--- config.mk ---
export PLATFORM = sky130hd
export DESIGN_NAME = dft_twiddle_gen
export DESIGN_NICKNAME = d
export VERILOG_FILES = /design/src/rtl/dft_twiddle_gen.sv
export SDC_FILE = /design/constraint.sdc
export NUM_CORES = 1
export LEC_CHECK = 0
export ABC_AREA = 1
export CAP_MARGIN = 0
export CORE_ASPECT_RATIO = 0.75
export CORE_UTILIZATION = 53
export CTS_CLUSTER_SIZE = 16
export DETAILED_ROUTE_END_ITERATION = 8
export PLACE_DENSITY_LB_ADDON = 0.05
export SETUP_SLACK_MARGIN = 0.02
export SYNTH_ARGS = -nofsm -noshare
export SYNTH_HDL_FRONTEND = slang
export SYNTH_SLANG_ARGS = --single-unit
--- constraint.sdc ---
create_clock -name clk -period 1.93 [get_ports clk]
set_input_delay 0.2895 -clock clk [delete_from_list [all_inputs] [get_ports clk]]
set_output_delay 0.2895 -clock clk [all_outputs]
set_load 0.01 [all_outputs]
--- src/rtl/dft_twiddle_gen.sv ---
// dft_twiddle_gen: streams W_N^(k*n) = cos - j*sin for n = 0..N-1 of one bin k.
// Only a quarter-wave cosine table (N/4+1 words) is kept; quadrant symmetry
// rebuilds the full circle. Three pipeline stages under a single global stall.
// The quarter-wave table is generated at elaboration by a fixed-point series
// with the same rounding as the table file; MEM_FILE is kept so existing
// parameter overrides still bind.
module dft_twiddle_gen #(
  parameter int    N_LOG2   = 4,
  parameter int    DATA_W   = 16,
  parameter string MEM_FILE = "../rtl/mem_files/dft_qcos_16.mem"
) (
  input  logic              clk,
  input  logic              rst_n,
  input  logic              start,
  input  logic [N_LOG2-1:0] k,
  output logic              busy,
  output logic [DATA_W-1:0] tw_re,
  output logic [DATA_W-1:0] tw_im,
  output logic [N_LOG2-1:0] tw_idx,
  output logic              tw_last,
  output logic              tw_valid,
  input  logic              tw_ready,
  output logic              done
);
  localparam int N      = 1 << N_LOG2;
  localparam int Q      = N / 4;
  localparam int AW     = N_LOG2 - 1;
  localparam int STAGES = 3;
  localparam int FB     = 28;
  localparam longint PI_Q = 64'sd843314857;  // pi in Q.28
  localparam logic [N_LOG2-1:0] LAST_N = N_LOG2'(N - 1);

  // Quarter-wave table C[i] = round(cos(2*pi*i/N) * 2**(DATA_W-2)), i = 0..N/4
  function automatic logic [(Q+1)*DATA_W-1:0] build_rom();
    logic [(Q+1)*DATA_W-1:0] r;
    longint x, x2, term, sum, v;
    r = '0;
    for (int i = 0; i <= Q; i++) begin
      x    = (PI_Q * 2 * longint'(i)) / longint'(N);
      x2   = (x * x) >>> FB;
      term = 64'sd1 <<< FB;
      sum  = term;
      for (int m = 1; m <= 10; m++) begin
        term = -((term * x2) >>> FB) / longint'((2 * m - 1) * (2 * m));
        sum  = sum + term;
      end
      v = (sum * (64'sd1 <<< (DATA_W - 2)) + (64'sd1 <<< (FB - 1))) >>> FB;
      r[i*DATA_W +: DATA_W] = DATA_W'(v);
    end
    return r;
  endfunction

  localparam logic [(Q+1)*DATA_W-1:0] ROM = build_rom();

  typedef enum logic [1:0] {IDLE, RUN, DRAIN} state_t;
  state_t state, state_nxt;

  logic [N_LOG2-1:0] k_r, p_r, n_r;
  logic              en, run, take_start, last_take;
  logic [STAGES:1]   vld_pipe;

  // stage 1: quarter-wave addresses and quadrant
  logic [AW-1:0]     s1_a, s1_b;
  logic [1:0]        s1_q;
  logic [N_LOG2-1:0] s1_idx;
  logic              s1_last;
  // stage 2: raw table words
  logic [DATA_W-1:0] s2_ca, s2_cb;
  logic [1:0]        s2_q;
  logic [N_LOG2-1:0] s2_idx;
  logic              s2_last;
  logic [DATA_W-1:0] re_nx, im_nx;
  logic [AW-1:0]     s_addr;

  assign tw_valid = vld_pipe[STAGES];
  assign en       = !tw_valid || tw_ready;
  assign s_addr   = AW'(p_r & N_LOG2'(Q - 1));

  // State register
  always_ff @(posedge clk or negedge rst_n) begin
    if (!rst_n) state <= IDLE;
    else        state <= state_nxt;
  end

  // Next-state: start only from idle and not in the done cycle
  always_comb begin
    state_nxt = state;
    case (state)
      IDLE:    if (start && !done) state_nxt = RUN;
      RUN:     if (en && n_r == LAST_N) state_nxt = DRAIN;
      DRAIN:   if (tw_valid && tw_ready && tw_last) state_nxt = IDLE;
      default: state_nxt = IDLE;
    endcase
  end

  // FSM outputs
  always_comb begin
    busy       = (state != IDLE);
    run        = (state == RUN);
    take_start = (state == IDLE) && start && !done;
    last_take  = (state == DRAIN) && tw_valid && tw_ready && tw_last;
  end

  // Bin, phase accumulator (wraps mod N by overflow) and beat counter
  always_ff @(posedge clk or negedge rst_n) begin
    if (!rst_n) begin
      k_r <= '0;
      p_r <= '0;
      n_r <= '0;
    end else if (take_start) begin
      k_r <= k;
      p_r <= '0;
      n_r <= '0;
    end else if (run && en) begin
      p_r <= p_r + k_r;
      n_r <= n_r + 1'b1;
    end
  end

  // done pulses the cycle after the tagged last beat is taken
  always_ff @(posedge clk or negedge rst_n) begin
    if (!rst_n) done <= 1'b0;
    else        done <= last_take;
  end

  // Stage 1: issue, split phase into quadrant and the two table addresses
  always_ff @(posedge clk or negedge rst_n) begin
    if (!rst_n) begin
      vld_pipe[1] <= 1'b0;
      s1_a <= '0; s1_b <= '0; s1_q <= '0; s1_idx <= '0; s1_last <= 1'b0;
    end else if (en) begin
      vld_pipe[1] <= run;
      s1_a        <= s_addr;
      s1_b        <= AW'(Q) - s_addr;
      s1_q        <= p_r[N_LOG2-1 -: 2];
      s1_idx      <= n_r;
      s1_last     <= run && (n_r == LAST_N);
    end
  end

  // Stage 2: registered dual read of the quarter-wave table
  always_ff @(posedge clk or negedge rst_n) begin
    if (!rst_n) begin
      vld_pipe[2] <= 1'b0;
      s2_ca <= '0; s2_cb <= '0; s2_q <= '0; s2_idx <= '0; s2_last <= 1'b0;
    end else if (en) begin
      vld_pipe[2] <= vld_pipe[1];
      s2_ca       <= ROM[int'(s1_a)*DATA_W +: DATA_W];
      s2_cb       <= ROM[int'(s1_b)*DATA_W +: DATA_W];
      s2_q        <= s1_q;
      s2_idx      <= s1_idx;
      s2_last     <= s1_last;
    end
  end

  // Quadrant symmetry: pick and negate the two table words (im = -sin)
  always_comb begin
    re_nx = s2_ca;
    im_nx = -s2_cb;
    case (s2_q)
      2'd0:    begin re_nx =  s2_ca; im_nx = -s2_cb; end
      2'd1:    begin re_nx = -s2_cb; im_nx = -s2_ca; end
      2'd2:    begin re_nx = -s2_ca; im_nx =  s2_cb; end
      default: begin re_nx =  s2_cb; im_nx =  s2_ca; end
    endcase
  end

  // Stage 3: output register, held while the consumer stalls
  always_ff @(posedge clk or negedge rst_n) begin
    if (!rst_n) begin
      vld_pipe[3] <= 1'b0;
      tw_re <= '0; tw_im <= '0; tw_idx <= '0; tw_last <= 1'b0;
    end else if (en) begin
      vld_pipe[3] <= vld_pipe[2];
      tw_re       <= re_nx;
      tw_im       <= im_nx;
      tw_idx      <= s2_idx;
      tw_last     <= s2_last;
    end
  end

endmodule

==> impl_metrics.ini <==
[grt]
grt_max_degree = 56
antenna_found_initial = 0
grt_first_pass_wirelength_um = 17600
grt_pass1_vias = 3552
grt_util_all_layers_pct = 26.7
gr-total-overflow = 0

[synthesis]
syn_area_um2 = 4440
synth.area.top_cells = dfrtp_1, nand2_1, o21ai_0
synth_edf_count = 0
yosysUniqueCellTypes = 32
avgSynthCellArea_um2 = 7.85
synthesis.nets = 594
synth.most_common_cell = nand2_1
ys.flop_type = dfrtp_1
yosys-top-cells-count = nand2_1, dfrtp_1, o21ai_0, nand3_1, inv_1
ys_warn_count = 0
ys_ff_latch = 85
syn_inst = 566
postSynth.asyncResetShare_pct = 100
yosys.area.top_type_share_pct = 47.9
yosys.area.top_type = dfrtp_1
ys_seq_area_share_pct = 47.9

[placement]
dp_cells = 717
dp_hpwl_um = 8150
routabilityCongestion = 0.965
port_buffers = 47

[worst_setup_path]
critPathArrivalTime_ns = 1.98
path_max_fanout = 6
critPathLaunchType = flop
critical_path_class = flop to flop
crit_family = simple AND/OR/NAND/NOR gates
required_ns = 2.18
r2r_cells = 11
crit_path_top_delay_cell = dfrtp_1
crit_buf_inv = 1
cp.depth = 11
cpPeakStageDelay_ns = 0.42
cp_common_cell = nand2_1
critPathCaptureType = flop
path_cells = inv_2, ha_1, nand2_1, nor2_1, nand2_1, nand2_1, nand2_1, nand2_1, nand2_1, nand2_1, nand2_1

[clock_network]
path_clk_slew_ns = 0.08
clock_sinks = 85
clockBufferDepth = 2
clk_latency_ns = 0.36
cts_max_level = 3
cts-root-buf = clkbuf_8
cts_tree = done
cts_buffers = 9

[run]
cap_violations = 0

[route]
remaining_drc_errors = 0
vias_per_cell = 5.37
drt-pass1-iter-count = 5
vias = 3939
drtIter0Drc = 280
ant_nets = 0
routed_wl_um = 10900
post_drt_wl_per_cell_um = 14.9

[die]
io_pins = 48
fp-row-count = 28
die_w_um = 108
fp.coreArea_um2 = 7990
initial_utilization_pct = 55.6
die-area_um2 = 8750
die_y_um = 81.3

[power_and_ir_drop]
p_clk_share_pct = 13.9
power_frac_seq_pct = 32.7
p_int_mw = 5.48
p_switching_mw = 4.34
p_leak_nw = 2.68
pwr-share-comb_pct = 53.4
swShare_pct = 44.2
p_per_area_nw_per_um2 = 1840
max-vdd-ir-drop_mv = 0.932

[cells_and_area]
area_growth_pct = 20.4
final_nets = 652
antenna_cells = 0
fin_util_pct = 66.9
drive_gt1_share_pct = 9.38
fin_cells = 734

[sta]
rsz0062_at_grt = no
finalHoldViolCount = 0
fmax_mhz = 578
fin_crit_sh_pct = 89.7
final_max_slew_viol_count = 0
max-slew-margin-rel_pct = 73.4
worst_pin_slew_ns = 0.399
final-setup-viol-count = 0
setup_tns_ns = 0
skew_ns = 0.00747
period_minus_slack_ns = 1.73
hold_slack_ns = 0.381

[worst_hold_path]
hold_path.class = primary input to async pin

[run_status]
outcome = complete, no violations
-- area by class of cell --
cell class,instances,area [µm²]
multi-input cells,406,1990
fillers,719,2640
clock buffers,10,128
inverters,51,191
clock inverters,6,86.3
well taps,105,131
repair buffers,71,688
flip-flops and latches,85,2130
-- layer usage --
layer	GRT usage, %	up-vias	routed length [µm]
met5	0	-	0
met4	6.30	0	88
met3	8.75	9	964
met2	38.0	156	4560
met1	39.3	1832	5340
li1	-	1942	-
-- layout by cell type (no fill, tap or decap), drive strengths merged, types with 3 or more instances in the layout --
cell,n
a21oi,26
nand3,46
dfrtp,85
inv,51
nand2,194
clkbuf,10
nor2,38
o21ai,53
ha,19
buf,24
nor3,6
a221oi,3
clkinv,3
o22ai,3
clkdlybuf4s50,46
xor2,4
-- path summary, 6_finish.rpt --
path                             start        end  slack, ns
max                           s2_ca[4]  tw_re[11]       0.20
min                              rst_n  tw_re[15]       0.38
max reg2reg                   s2_ca[4]  tw_re[11]       0.20
min reg2reg                vld_pipe[2]   tw_valid       0.47
max in group asynchronous        rst_n       done       0.95
min in group clk                  k[2]     k_r[2]       0.46
-- per-stage QoR --
stage,worst slack [ns],total power [mW],instance area [µm²]
2_1_floorplan,0.378,6.40,4440
3_3_place_gp,0.118,8.27,5120
3_5_place_dp,0.114,8.39,5120
4_1_cts,0.121,9.80,5350
5_1_grt,0.0821,10.6,5350
6_report,0.200,9.82,5350
-- power groups by stage --
stage	Clock, mW	Sequential [mW]	Combinational, mW
after detailed placement	0	3.24	5.15
after CTS	1.40	3.20	5.20
after global routing	1.47	3.31	5.85
after global placement	0	3.21	5.06
after floorplan	0	3.24	3.16
final	1.37	3.21	5.24
-- state kept, by name, indices dropped and copies added, names as in the netlist --
signal,flops
done,1
k_r,4
n_r,4
p_r,4
s1_a,1
s1_b,3
s1_idx,4
s1_last,1
s1_q,2
s2_ca,8
s2_cb,8
s2_idx,4
s2_last,1
s2_q,2
state,2
tw_idx,4
tw_im,14
tw_last,1
tw_re,14
tw_valid,1
vld_pipe,2
-- cell families after synthesis --
kind of cell | Yosys count | synth area share [%]
fa+ha+maj | 20 | 5.80
simple gates | 288 | 26.6
compound gates | 92 | 11.3
xor+xnor | 6 | 1.18
flops | 85 | 47.9
buf+inv | 75 | 7.21
-- what timing repair did --
item | CTS | global route
setup buffers | 0 | 0
gates resized for setup | 0 | 2
setup endpoints to repair | 0 | 4
hold buffers | 1 | 0
endpoints found under the hold margin | 23 | 0
Note: power is estimated with default switching activity, not from simulation.
